<file path="src/rtl/bus_arbiter.sv">
// rtl/bus_arbiter.sv - arbitrates the external memory bus between IF and MEM requesters
module bus_arbiter #(
  parameter int ADDR_W  = 32,
  parameter int DATA_W  = 32,
  parameter int TIMEOUT = 255
) (
  input  logic              cpu_clk_50M,
  input  logic              cpu_rst,
  input  logic              if_req,
  input  logic [ADDR_W-1:0] if_addr,
  input  logic              if_flush,
  output logic [DATA_W-1:0] if_rdata,
  output logic              if_ack,
  input  logic              mem_req,
  input  logic              mem_we,
  input  logic [3:0]        mem_sel,
  input  logic [ADDR_W-1:0] mem_addr,
  input  logic [DATA_W-1:0] mem_wdata,
  output logic [DATA_W-1:0] mem_rdata,
  output logic              mem_ack,
  output logic              bus_req,
  output logic              bus_we,
  output logic [3:0]        bus_sel,
  output logic [ADDR_W-1:0] bus_addr,
  output logic [DATA_W-1:0] bus_wdata,
  input  logic [DATA_W-1:0] bus_rdata,
  input  logic              bus_ack,
  output logic              bus_err,
  output logic              bus_stall_request
);

  localparam int CNT_W = $clog2(TIMEOUT);

  typedef enum logic [1:0] {S_IDLE, S_BUSY_IF, S_BUSY_MEM, S_DONE} state_t;

  state_t              r_state;
  state_t              w_next;
  logic [CNT_W-1:0]    r_cnt;
  logic                r_owner_mem;
  logic                r_flush;
  logic                r_bus_req;
  logic                r_bus_we;
  logic [3:0]          r_bus_sel;
  logic [ADDR_W-1:0]   r_bus_addr;
  logic [DATA_W-1:0]   r_bus_wdata;
  logic                r_bus_err;
  logic [DATA_W-1:0]   r_if_rdata;
  logic [DATA_W-1:0]   r_mem_rdata;
  logic                w_busy;
  logic                w_timeout;
  logic [DATA_W-1:0]   w_capture;

  assign w_busy    = (r_state == S_BUSY_IF) || (r_state == S_BUSY_MEM);
  // bus_ack in the last allowed cycle takes precedence over the abort
  assign w_timeout = w_busy && !bus_ack && (r_cnt == CNT_W'(TIMEOUT - 1));
  assign w_capture = bus_ack ? bus_rdata : '0;

  always_ff @(posedge cpu_clk_50M) begin
    if (cpu_rst) r_state <= S_IDLE;
    else         r_state <= w_next;
  end

  always_comb begin
    w_next = r_state;
    case (r_state)
      S_IDLE: begin
        if (mem_req)     w_next = S_BUSY_MEM;
        else if (if_req) w_next = S_BUSY_IF;
      end
      S_BUSY_IF, S_BUSY_MEM: begin
        if (bus_ack || w_timeout) w_next = S_DONE;
      end
      default: w_next = S_IDLE;
    endcase
  end

  always_ff @(posedge cpu_clk_50M) begin
    if (cpu_rst) begin
      r_cnt       <= '0;
      r_owner_mem <= 1'b0;
      r_flush     <= 1'b0;
      r_bus_req   <= 1'b0;
      r_bus_we    <= 1'b0;
      r_bus_sel   <= 4'h0;
      r_bus_addr  <= '0;
      r_bus_wdata <= '0;
      r_bus_err   <= 1'b0;
      r_if_rdata  <= '0;
      r_mem_rdata <= '0;
    end else begin
      case (r_state)
        S_IDLE: begin
          if (mem_req) begin
            r_bus_req   <= 1'b1;
            r_bus_we    <= mem_we;
            r_bus_sel   <= mem_sel;
            r_bus_addr  <= mem_addr;
            r_bus_wdata <= mem_wdata;
            r_owner_mem <= 1'b1;
          end else if (if_req) begin
            r_bus_req   <= 1'b1;
            r_bus_we    <= 1'b0;
            r_bus_sel   <= 4'hF;
            r_bus_addr  <= if_addr;
            r_bus_wdata <= '0;
            r_owner_mem <= 1'b0;
          end
        end
        S_BUSY_IF, S_BUSY_MEM: begin
          r_cnt <= r_cnt + 1'b1;
          if (r_state == S_BUSY_IF && if_flush) r_flush <= 1'b1;
          if (bus_ack || w_timeout) begin
            r_bus_req <= 1'b0;
            r_bus_err <= w_timeout;
            if (r_state == S_BUSY_IF)  r_if_rdata  <= w_capture;
            else if (!r_bus_we)        r_mem_rdata <= w_capture;
          end
        end
        default: begin
          r_cnt     <= '0;
          r_flush   <= 1'b0;
          r_bus_err <= 1'b0;
        end
      endcase
    end
  end

  // a flush arriving in the completion cycle itself must still hide the ack
  assign if_ack    = (r_state == S_DONE) && !r_owner_mem && !r_flush && !if_flush;
  assign mem_ack   = (r_state == S_DONE) && r_owner_mem;
  assign if_rdata  = r_if_rdata;
  assign mem_rdata = r_mem_rdata;
  assign bus_req   = r_bus_req;
  assign bus_we    = r_bus_we;
  assign bus_sel   = r_bus_sel;
  assign bus_addr  = r_bus_addr;
  assign bus_wdata = r_bus_wdata;
  assign bus_err   = r_bus_err;
  assign bus_stall_request = !cpu_rst && ((if_req && !if_ack) || (mem_req && !mem_ack));

endmodule
</file>
<file path="config.mk">
export PLATFORM = sky130hd
export DESIGN_NAME = bus_arbiter
export DESIGN_NICKNAME = d
export VERILOG_FILES = /design/src/rtl/bus_arbiter.sv
export SDC_FILE = /design/constraint.sdc
export NUM_CORES = 1
export LEC_CHECK = 0
export BUFFER_PORTS_ARGS = -buffer_cell sky130_fd_sc_hd__buf_2
export CAP_MARGIN = 5
export CORE_MARGIN = 3
export CORE_UTILIZATION = 46
export CTS_CLUSTER_SIZE = 14
export DETAILED_ROUTE_END_ITERATION = 10
export GPL_ROUTABILITY_DRIVEN = 0
export HOLD_SLACK_MARGIN = 0.1
export MAX_ROUTING_LAYER = met4
export PLACE_DENSITY = 0.8
export REMOVE_ABC_BUFFERS = 1
export SLEW_MARGIN = 0
export SYNTH_ARGS = -nofsm -noshare
export SYNTH_HDL_FRONTEND = slang
export SYNTH_SLANG_ARGS = --single-unit
</file>
<file path="constraint.sdc">
create_clock -name cpu_clk_50M -period 2.81 [get_ports cpu_clk_50M]
set_input_delay 0.843 -clock cpu_clk_50M [delete_from_list [all_inputs] [get_ports cpu_clk_50M]]
set_output_delay 0.843 -clock cpu_clk_50M [all_outputs]
set_load 0.05 [all_outputs]
</file>
[Yosys cells after proc, flatten, opt, wreduce, memory -nomap -nowiden]
Index checks and enable logic that the tools add are counted.
Storage, ports and cells
  bits in registers: 147
  input bits: 139
  output and inout bits: 138
  word-level logic and storage cells: 77
Cells by class
  add/subtract/negate cells: 1
  eq/ne operators: 7
  muxes and demuxes: 23
  bitwise logic cells: 3
  reductions and logical operators: 31
Operators with widths (number)
  $mux W32: 5
  $pmux W8 S2: 1
  $logic_and A1 B1 Y1: 10
  $add A8 B1 Y8 const B: 1
  $eq A8 B8 Y1 const B: 1
  $mux W1: 8
  $mux W4: 2
  $reduce_and A2 Y1: 4
  $logic_not A1 Y1: 7
  $mux W2: 3
  $pmux W1 S2: 3
  $reduce_and A3 Y1: 2
  $eq A2 B2 Y1 const B: 2
  $ne A2 B2 Y1 const B: 2
  $pmux W2 S2: 1
  $reduce_and A4 Y1: 1
  $reduce_bool A2 Y1: 2
  $logic_or A1 B1 Y1: 3
  $ne A3 B3 Y1 const B: 1
  $not A1 Y1: 3
  $eq A2 B1 Y1 const B: 1
  $logic_not A2 Y1: 1
  $reduce_or A2 Y1: 1

[Longest topological paths before layout]
Gate-level depths: netlist of the first run.
  depth in word-level cells: 8
  depth in mapped cells: 8

[Worst setup path before layout of the first run]
Ideal clock, no wire load.
  kind: input port to output port
  start point: input if_flush
  end point: output bus_stall_request
  arrival: 3.034 ns
  slack: -1.067 ns
  cell stages on the path: 3
  buffers on the path: 0
  cell sequence: nor4b_1 o22a_1 nor2_1
On the way
  cells in the longest elaborated chain, start to end: 6
RTL lines
  start: declaration: line 11  | input logic if_flush,
  $logic_not A1 Y1: line 129  | assign if_ack = (r_state == S_DONE) && !r_owner_mem && !r_flush && !if_flush;
  $logic_and A1 B1 Y1: line 129
  $logic_not A1 Y1: line 139  | assign bus_stall_request = !cpu_rst && ((if_req && !if_ack) || (mem_req && !mem_ack));
  $logic_and A1 B1 Y1: line 139
  $logic_or A1 B1 Y1: line 139
  $logic_and A1 B1 Y1: line 139
  end: declaration: line 29  | output logic bus_stall_request
No other way between the ends.

[Final worst setup path of the first run]
  start point: register r_state[0]
  end point: output bus_stall_request
On the way
  cells in the longest elaborated chain, start to end: 8
  elaborated cells on any way between the ends: 11
  classes of those cells: eq/ne (1); reduce/logical (10)
RTL lines
  start: declaration: line 36  | state_t r_state;
  start signal: assignment: line 60  | else r_state <= w_next;
  $eq A2 B2 Y1 *: line 129, 130
  $logic_and A1 B1 Y1 (3 in series): line 129
  $logic_not A1 Y1: line 139
  $logic_and A1 B1 Y1: line 139
  $logic_or A1 B1 Y1 *: line 139
  $logic_and A1 B1 Y1 *: line 139
Mark *: on every way between the ends. The rest lies on a longest branch, timed or not.

==> run metrics, run 1 <==
drt initial violations=356; setup TNS=0 ps; Vias/cell=5.14; worst min-delay path class=register to register; Final Cell Area=7940 sq um; Main synth FF type=dfxtp_1; r2r setup slk=750 ps; TritonCTS Sinks=147; Total Wirelength=16100 microns; die width=118 microns; H-tree levels=4; GR Overflow Total=0; Final Power=8.38 mW; cell count of the worst reg-to-reg path=5; vias in the first global route=4968; R2R Path End=if_rdata[6]; critical path's slowest cell=dfxtp_1; Vias=5231; RSZ-0062 raised after global routing=no; synth top area cells=dfxtp_1 51%, mux2i_1 11%, nor2_1 5.6%; mean area per synthesized cell=10.0 sq um; Root Buffer=clkbuf_16; fraction of layout cells with a size suffix above 1=39.1%; Routed Antenna Nets=0; final core occ=65.2%; critical path required time=1970 ps; Tot GR Track Use=23.3%; final worst slack=196 ps; Final Hold Fails=0; most frequent cells in the layout=275 x buf_2, 147 x dfxtp_1, 85 x nor2_1, 65 x mux2i_1, 40 x nand2_1; Initial Utilization=47.7%; cell accounting for the most synthesized area=dfxtp_1; slew margin rel.=67.5%; Die Ht=118 microns; top cell type's share of synthesized area=50.8%; synth unique cells=42; clock skew=11.2 ps; Layout Nets=983; WP data arrival=1770 ps; DRT Pass-1 Iters=5; CTS tree=built; power density over the cells=1060 nW/um^2; pre-CTS setup slack=242 ps; status=completed; Final Max Slew Viols=0; row cnt=40; async set-or-reset flop fraction in the synthesized netlist=0%; total core area=12200 sq um; delay-heaviest family, CP=buffers and inverters; CP Max Fanout=4; DR WL/cell=15.8 microns; largest net degree at the start of global routing=69; Post-Syn Area=5800 sq um; Setup violations, final=0; Post-CTS Repair Setup Buffers=0; total die area=14000 sq um; Worst-Skew Late Latency=410 ps; Area growth syn-to-layout=36.9%; commonest non-fill, non-tap cell in the layout=buf_2; hold wc startpoint=mem_rdata[28]; Setup crit end kind=output pin; DRC Markers=0; I/O pin total=277; initial antenna violation count=1; first-pass GRT wire length=25400 microns; Leakage Power=3.72 nW; critical path cell sequence=ha_1 -> nor4b_1 -> buf_4 -> o22a_1 -> nor2_1 -> buf_2; Final HPWL DP=11700 microns; post-synthesis sequential area ratio=50.8%; maximum clock rate=382 MHz; Reg clk slew, reported paths=60 ps; Critical Path Start=r_state[0]; Max Cap Viol=0; crit-path max cell delay=340 ps; hold worst-path end=mem_rdata[28]; peak supply drop=0.000672 V; FILL cells=1003; worst-margin pin slew=488 ps; Hold Crit Depth=1; Placed Instance Area=7290 sq um; Cells after Synth=579; Synth Register Bits=147; Max clock buf depth=2; Post-synth EDFFs=0; post-cts sizing count=0; hold_buf cts=0; number of warning messages in the yosys log=0; critical path buffer and inverter count=2; worst reg2reg startpoint=r_state[0]; number of CTS-inserted buffers=17; I/O Buffers=276; crit path time final=2610 ps; Crit Path Category=register to output pin; Final period util=93.0%; critical path startpoint category=register
state kept, by name, summed over array words and instances (netlist names):
register and count:
bus_addr 32, bus_wdata 32, if_rdata 32, mem_rdata 32
r_cnt 8, bus_sel 4, r_state 2, bus_err 1
bus_req 1, bus_we 1, r_flush 1, r_owner_mem 1
layout make-up:
class | count | area, sq um | area share [%]
clock buffers | 20 | 467 | 5.88
diodes | 1 | 2.50 | 0.0315
repair buffers | 288 | 1520 | 19.2
well taps | 168 | 210 | 2.65
flip-flops and latches | 147 | 2940 | 37.1
multi-input cells | 377 | 2590 | 32.7
inverters | 6 | 22.5 | 0.284
clock inverters | 11 | 173 | 2.18
synthesized netlist by cell type, types with 7 or more instances:
cell and instances:
dfxtp_1 147, nor2_1 86, mux2i_1 65, nand2_1 40, a22oi_1 33, a211oi_1 32
a32o_1 32, nand2b_1 32, buf_2 22, clkbuf_1 18, a21oi_1 9, ha_1 7
nor3_1 7
how the worst max path moves through the flow:
stage / end / depth (start not counted)
3_3_place_gp: bus_stall_request / 6
3_5_place_dp: bus_stall_request / 6
4_1_cts: bus_stall_request / 6
5_1_grt: bus_stall_request / 6
6_report: bus_stall_request / 6
2_1_floorplan: bus_stall_request / 3
per-stage QoR:
stage	instances	hold WS, ps
3_3_place_gp	986	441
6_report	1018	457
4_1_cts	1017	462
3_5_place_dp	986	449
2_1_floorplan	530	439
5_1_grt	1018	475
per-layer routing:
metal  up-vias  global-route usage (%)  routed length, microns
met5         -                       -                       0
met4         0                    8.86                     275
met3        20                    5.36                    1270
met2       247                    38.9                    8080
met1      2382                    27.3                    6450
li1       2582                       -                       -
power breakdown:
group | internal, mW | switching, mW | leakage [nW] | total [mW]
combinational | 0.899 | 2.40 | 2.20 | 3.30
clock | 1.56 | 0.866 | 0.313 | 2.42
sequential | 2.47 | 0.192 | 1.20 | 2.66
cells by family after synthesis:
family	Yosys count	share of synthesized area, %
simple gates	183	14.6
buf+inv	55	5.01
mux	65	11.2
compound gates	119	16.5
flops	147	50.8
xor+xnor	3	0.453
fa+ha+maj	7	1.51
worst register-to-register path, cell delays in order (launching register included):
cell     delay [ps]
dfxtp_1         380
inv_1           100
ha_1            490
and3_2          520
buf_12          260
mux2i_1         230
Note: power is estimated with default switching activity, not from simulation.
==> run 2, diff against run 1 <==
==> constraint.sdc (replaced) <==
create_clock -name cpu_clk_50M -period 2.7 [get_ports cpu_clk_50M]
set_input_delay 0.81 -clock cpu_clk_50M [delete_from_list [all_inputs] [get_ports cpu_clk_50M]]
set_output_delay 0.81 -clock cpu_clk_50M [all_outputs]
set_load 0.05 [all_outputs]
==> run 2 against run 1 <==
Effect of this change:
- clock skew decreased by 4.9 ps
- routed wire length increased by 0.52%
- clock power is 2% lower
- sequential share of layout area rose by 0.070 points
- largest cell class unchanged
- largest power group unchanged
==> run metrics, run 2 (same netlist as run 1, synthesis figures left out) <==
power density over the cells=1090 nW/um^2 (+2.8%); H-tree levels=4 (unchanged); critical path startpoint category=register; crit path time final=2600 ps; clock skew=6.29 ps (-4.89 ps); cell count of the worst reg-to-reg path=6 (+1); Hold Crit Depth=1 (unchanged); status=completed; Final Cell Area=7920 sq um (-0.19%); I/O Buffers=276 (unchanged); Final Power=8.60 mW (+2.6%); DR WL/cell=15.8 microns (about the same); Worst-Skew Late Latency=410 ps (about the same); worst min-delay path class=register to register; setup TNS=0 ps (unchanged); Die Ht=118 microns (unchanged); drt initial violations=365 (+2.5%); DRT Pass-1 Iters=7 (+2); Routed Antenna Nets=0 (unchanged); Setup violations, final=0 (unchanged); Final Max Slew Viols=0 (unchanged); critical path's slowest cell=dfxtp_1; r2r setup slk=750 ps (about the same); worst-margin pin slew=457 ps (-31.3 ps); Tot GR Track Use=23.3% (-0.023 points); peak supply drop=0.000712 V (+5.8%); number of CTS-inserted buffers=17 (unchanged); hold worst-path end=mem_rdata[26]; CTS tree=built; slew margin rel.=69.5% (+2.0 points); Final Hold Fails=0 (unchanged); row cnt=40 (unchanged); total core area=12200 sq um (unchanged); maximum clock rate=384 MHz; CP Max Fanout=4 (unchanged); die width=118 microns (unchanged); TritonCTS Sinks=147 (unchanged); Leakage Power=3.70 nW (-0.44%); vias in the first global route=5116 (+3.0%); Placed Instance Area=7310 sq um (+0.24%); WP data arrival=1790 ps (+20 ps); Vias/cell=5.16 (+0.35%); Final period util=96.3%; Area growth syn-to-layout=36.6%; DRC Markers=0 (unchanged); hold wc startpoint=mem_rdata[26]; Post-CTS Repair Setup Buffers=0 (unchanged); largest net degree at the start of global routing=69 (unchanged); fraction of layout cells with a size suffix above 1=39.0% (-0.11 points); I/O pin total=277 (unchanged); total die area=14000 sq um (unchanged); Layout Nets=987 (+0.41%); worst reg2reg startpoint=r_state[0]; Initial Utilization=47.7% (unchanged); Crit Path Category=register to output pin; R2R Path End=mem_rdata[23]; Vias=5275 (+0.84%); initial antenna violation count=1 (unchanged); Total Wirelength=16200 microns (+0.52%); critical path required time=1890 ps (-80 ps); commonest non-fill, non-tap cell in the layout=buf_2; Root Buffer=clkbuf_16; Reg clk slew, reported paths=60 ps (about the same); critical path cell sequence=ha_1 -> nor4b_2 -> buf_4 -> o22a_1 -> nor2_1 -> clkbuf_4; Setup crit end kind=output pin; first-pass GRT wire length=25400 microns (+0.11%); Final HPWL DP=11700 microns (-0.65%); Max Cap Viol=0 (unchanged); most frequent cells in the layout=274 x buf_2, 147 x dfxtp_1, 85 x nor2_1, 65 x mux2i_1, 40 x nand2_1; Max clock buf depth=2 (unchanged); GR Overflow Total=0 (unchanged); crit-path max cell delay=340 ps (about the same)
-- run 2: cell count changes in the layout (fill, tap and decap cells not counted), moves of 2 or more --
cell        previous run  this run
clkbuf_1               0         5
inv_6                  2         0
buf_4                  9        14
clkinvlp_4             1         3
-- run 2: worst max-delay path by stage --
stage	from	to	slack, ps	depth (start not counted)
after floorplan	if_flush	bus_stall_request	-1110	3
after global placement	if_flush	bus_stall_request	190	6
after detailed placement	if_flush	bus_stall_request	200	6
after CTS	r_state[0]	bus_stall_request	90	6
after global routing	r_state[0]	bus_stall_request	-3	6
final	r_state[0]	bus_stall_request	100	6
-- run 2: report_power, final --
| part | internal, mW | switching, mW | total (mW) |
|---|---|---|---|
| Sequential | 2.57 | 0.201 | 2.77 |
| Clock | 1.50 | 0.871 | 2.37 |
| Combinational | 0.959 | 2.50 | 3.46 |
| Total | 5.03 | 3.57 | 8.60 |
-- run 2: cell type report --
class                           instances  area, sq um
Clock inverter                          8          126
Fill cell                            1004         4240
Clock buffer                           24          472
Inverter                                6         22.5
Sequential cell                       147         2940
Multi-Input combinational cell        377         2600
Antenna cell                            1         2.50
Tap cell                              168          210
Timing Repair Buffer                  292         1540
-- run 2: timing repair --
item / 4_1_cts / 5_1_grt
hold buffers: 0 / 0
endpoints found under the hold margin: 0 / 0
setup endpoints to repair: 0 / 1
gates resized for setup: 0 / 2
-- run 2: routing by layer --
layer | global-route usage (%) | part of all wire [%] | vias to the layer above
met4 | 8.35 | 1.5 | 0
met5 | - | 0 | -
li1 | - | - | 2585
met2 | 39.0 | 50 | 240
met3 | 7.08 | 7.7 | 20
met1 | 26.3 | 41 | 2430
-- run 2: worst max-delay path: cells and delay by family (launching register included) --
kind	cells	cell delay [ps]
flip-flops	1	340
buffers and inverters	2	380
AO/OA/AOI/OAI	1	190
AND/OR/NAND/NOR	2	250
adder cells (fa/ha/maj)	1	220
-- run 2: metrics by stage --
stage               std cells  setup WS (ps)  hold WS, ps  utilization [%]
detailed placement        990            205          449             60.1
global placement          990            191          441             60.1
floorplan                 530          -1110          439                -
finish                   1023           98.6          459             65.1
CTS                      1022           93.4          462             65.0
global route             1023          -2.83          475             65.1
==> run 3, diff against run 2 <==
==> constraint.sdc (replaced) <==
create_clock -name cpu_clk_50M -period 2.9 [get_ports cpu_clk_50M]
set_input_delay 0.87 -clock cpu_clk_50M [delete_from_list [all_inputs] [get_ports cpu_clk_50M]]
set_output_delay 0.87 -clock cpu_clk_50M [all_outputs]
set_load 0.05 [all_outputs]
==> run 3 against run 2 <==
Effect of this change:
- critical endpoint unchanged
- sequential power decreased by 7%
- core utilization increased by 0.19 points
- largest cell class unchanged
- via count rose by 0.13%
- sequential share of layout area shrank 0.11 points
- critical path type is now input pin to output pin
==> run metrics, run 3 (same netlist as run 1, synthesis figures left out) <==
I/O Buffers=276 (unchanged); drt initial violations=382 (+4.7%); Final Hold Fails=0 (unchanged); Final HPWL DP=11800 microns (+1.6%); commonest non-fill, non-tap cell in the layout=buf_2; total die area=14000 sq um (unchanged); Layout Nets=985 (-0.20%); TritonCTS Sinks=147 (unchanged); DRC Markers=0 (unchanged); Total Wirelength=16100 microns (-0.16%); first-pass GRT wire length=25500 microns (+0.17%); setup TNS=0 ps (unchanged); Setup crit end kind=output pin; switching power=3.36 mW (-5.8%); slew margin rel.=63.2% (-6.3 points); final core occ=65.3% (+0.19 points); power density over the cells=1030 nW/um^2 (-4.8%); switching share of power=41.0% (-0.55 points); Die Ht=118 microns (unchanged); clock share of power=29.3% (+1.7 points); vias in the first global route=5078 (-0.74%); I/O pin total=277 (unchanged); number of CTS-inserted buffers=17 (unchanged); Final Cell Area=7940 sq um (+0.28%); most frequent cells in the layout=275 x buf_2, 147 x dfxtp_1, 85 x nor2_1, 65 x mux2i_1, 40 x nand2_1; CTS tree=built; Setup violations, final=0 (unchanged); worst-margin pin slew=552 ps (+95.2 ps); Area growth syn-to-layout=37.0%; initial antenna violation count=1 (unchanged); critical path startpoint category=input pin; RSZ-0062 raised after global routing=no; Placed Instance Area=7280 sq um (-0.38%); DRT Pass-1 Iters=5 (-2); Reg clk slew, reported paths=60 ps (about the same); Vias=5282 (+0.13%); Tot GR Track Use=23.3% (about the same); largest net degree at the start of global routing=69 (unchanged); die width=118 microns (unchanged); clock skew=12.6 ps (+6.36 ps); post-cts sizing count=0 (unchanged); fraction of layout cells with a size suffix above 1=39.1% (+0.14 points); Initial Utilization=47.7% (unchanged); GR Overflow Total=0 (unchanged); crit path time final=2730 ps; Max Cap Viol=0 (unchanged); status=completed; Final Max Slew Viols=0 (unchanged); Leakage Power=3.72 nW (+0.52%); H-tree levels=4 (unchanged); CP Max Fanout=2 (-2); Crit Path Category=input pin to output pin; Comb power frac=39.2% (-1.0 points); Root Buffer=clkbuf_16; Hold Slack=459 ps (-0.304 ps); sequential group share of total power=31.4% (-0.8 points); Post-CTS Repair Setup Buffers=0 (unchanged); maximum clock rate=366 MHz; Max clock buf depth=2 (unchanged); Final period util=94.2%; row cnt=40 (unchanged); Worst-Skew Late Latency=410 ps (about the same); Routed Antenna Nets=0 (unchanged); total core area=12200 sq um (unchanged); hold_buf cts=0 (unchanged); Vias/cell=5.18 (+0.43%); WP data arrival=1860 ps (+70 ps); critical path required time=2030 ps (+140 ps); peak supply drop=0.000625 V (-12%); worst min-delay path class=register to register; Pint=4.85 mW (-3.6%); DR WL/cell=15.8 microns (+0.13%)
run 3: metrics by stage:
| stage | setup slack, ps | total power [mW] | instances |
|---|---|---|---|
| global placement | 279 | 5.80 | 988 |
| detailed placement | 188 | 5.83 | 988 |
| floorplan | -1030 | 4.92 | 530 |
| global route | 71.3 | 8.61 | 1020 |
| CTS | 166 | 8.26 | 1019 |
| finish | 169 | 8.21 | 1020 |
run 3: layout make-up:
type,instances,area [sq um]
Clock buffer,20,457
Clock inverter,11,200
Timing Repair Buffer,290,1510
Tap cell,168,210
Inverter,6,22.5
Sequential cell,147,2940
Antenna cell,1,2.50
Fill cell,1006,4220
Multi-Input combinational cell,377,2590
run 3: critical path, cell delays in order:
cell and delay (ps):
buf_2 110, nor4b_1 310, buf_4 190, o22a_1 120, nor2_1 40, buf_2 210
run 3: layer usage:
metal | track usage (%) | up-vias | share of wire (%)
li1 | - | 2593 | -
met3 | 7.51 | 34 | 8.7
met2 | 37.5 | 233 | 48
met1 | 26.5 | 2422 | 40
met5 | - | - | 0
met4 | 10.3 | 0 | 3.1
run 3: path summary, 6_finish.rpt:
| check | start | end | slack (ps) | cells past startpoint |
|---|---|---|---|---|
| worst min register to register | mem_rdata[2] | mem_rdata[2] | 460 | 1 |
| worst min-delay path | mem_rdata[2] | mem_rdata[2] | 460 | 1 |
| worst max-delay path | if_flush | bus_stall_request | 170 | 6 |
| worst max register to register | r_state[0] | if_rdata[23] | 820 | 5 |
run 3: power groups by stage:
stage	Sequential [mW]	Combinational (mW)	Clock, mW
6_report	2.58	3.22	2.41
5_1_grt	2.63	3.45	2.53
4_1_cts	2.58	3.23	2.44
3_5_place_dp	2.61	3.22	0
3_3_place_gp	2.60	3.19	0
2_1_floorplan	3.76	1.15	0
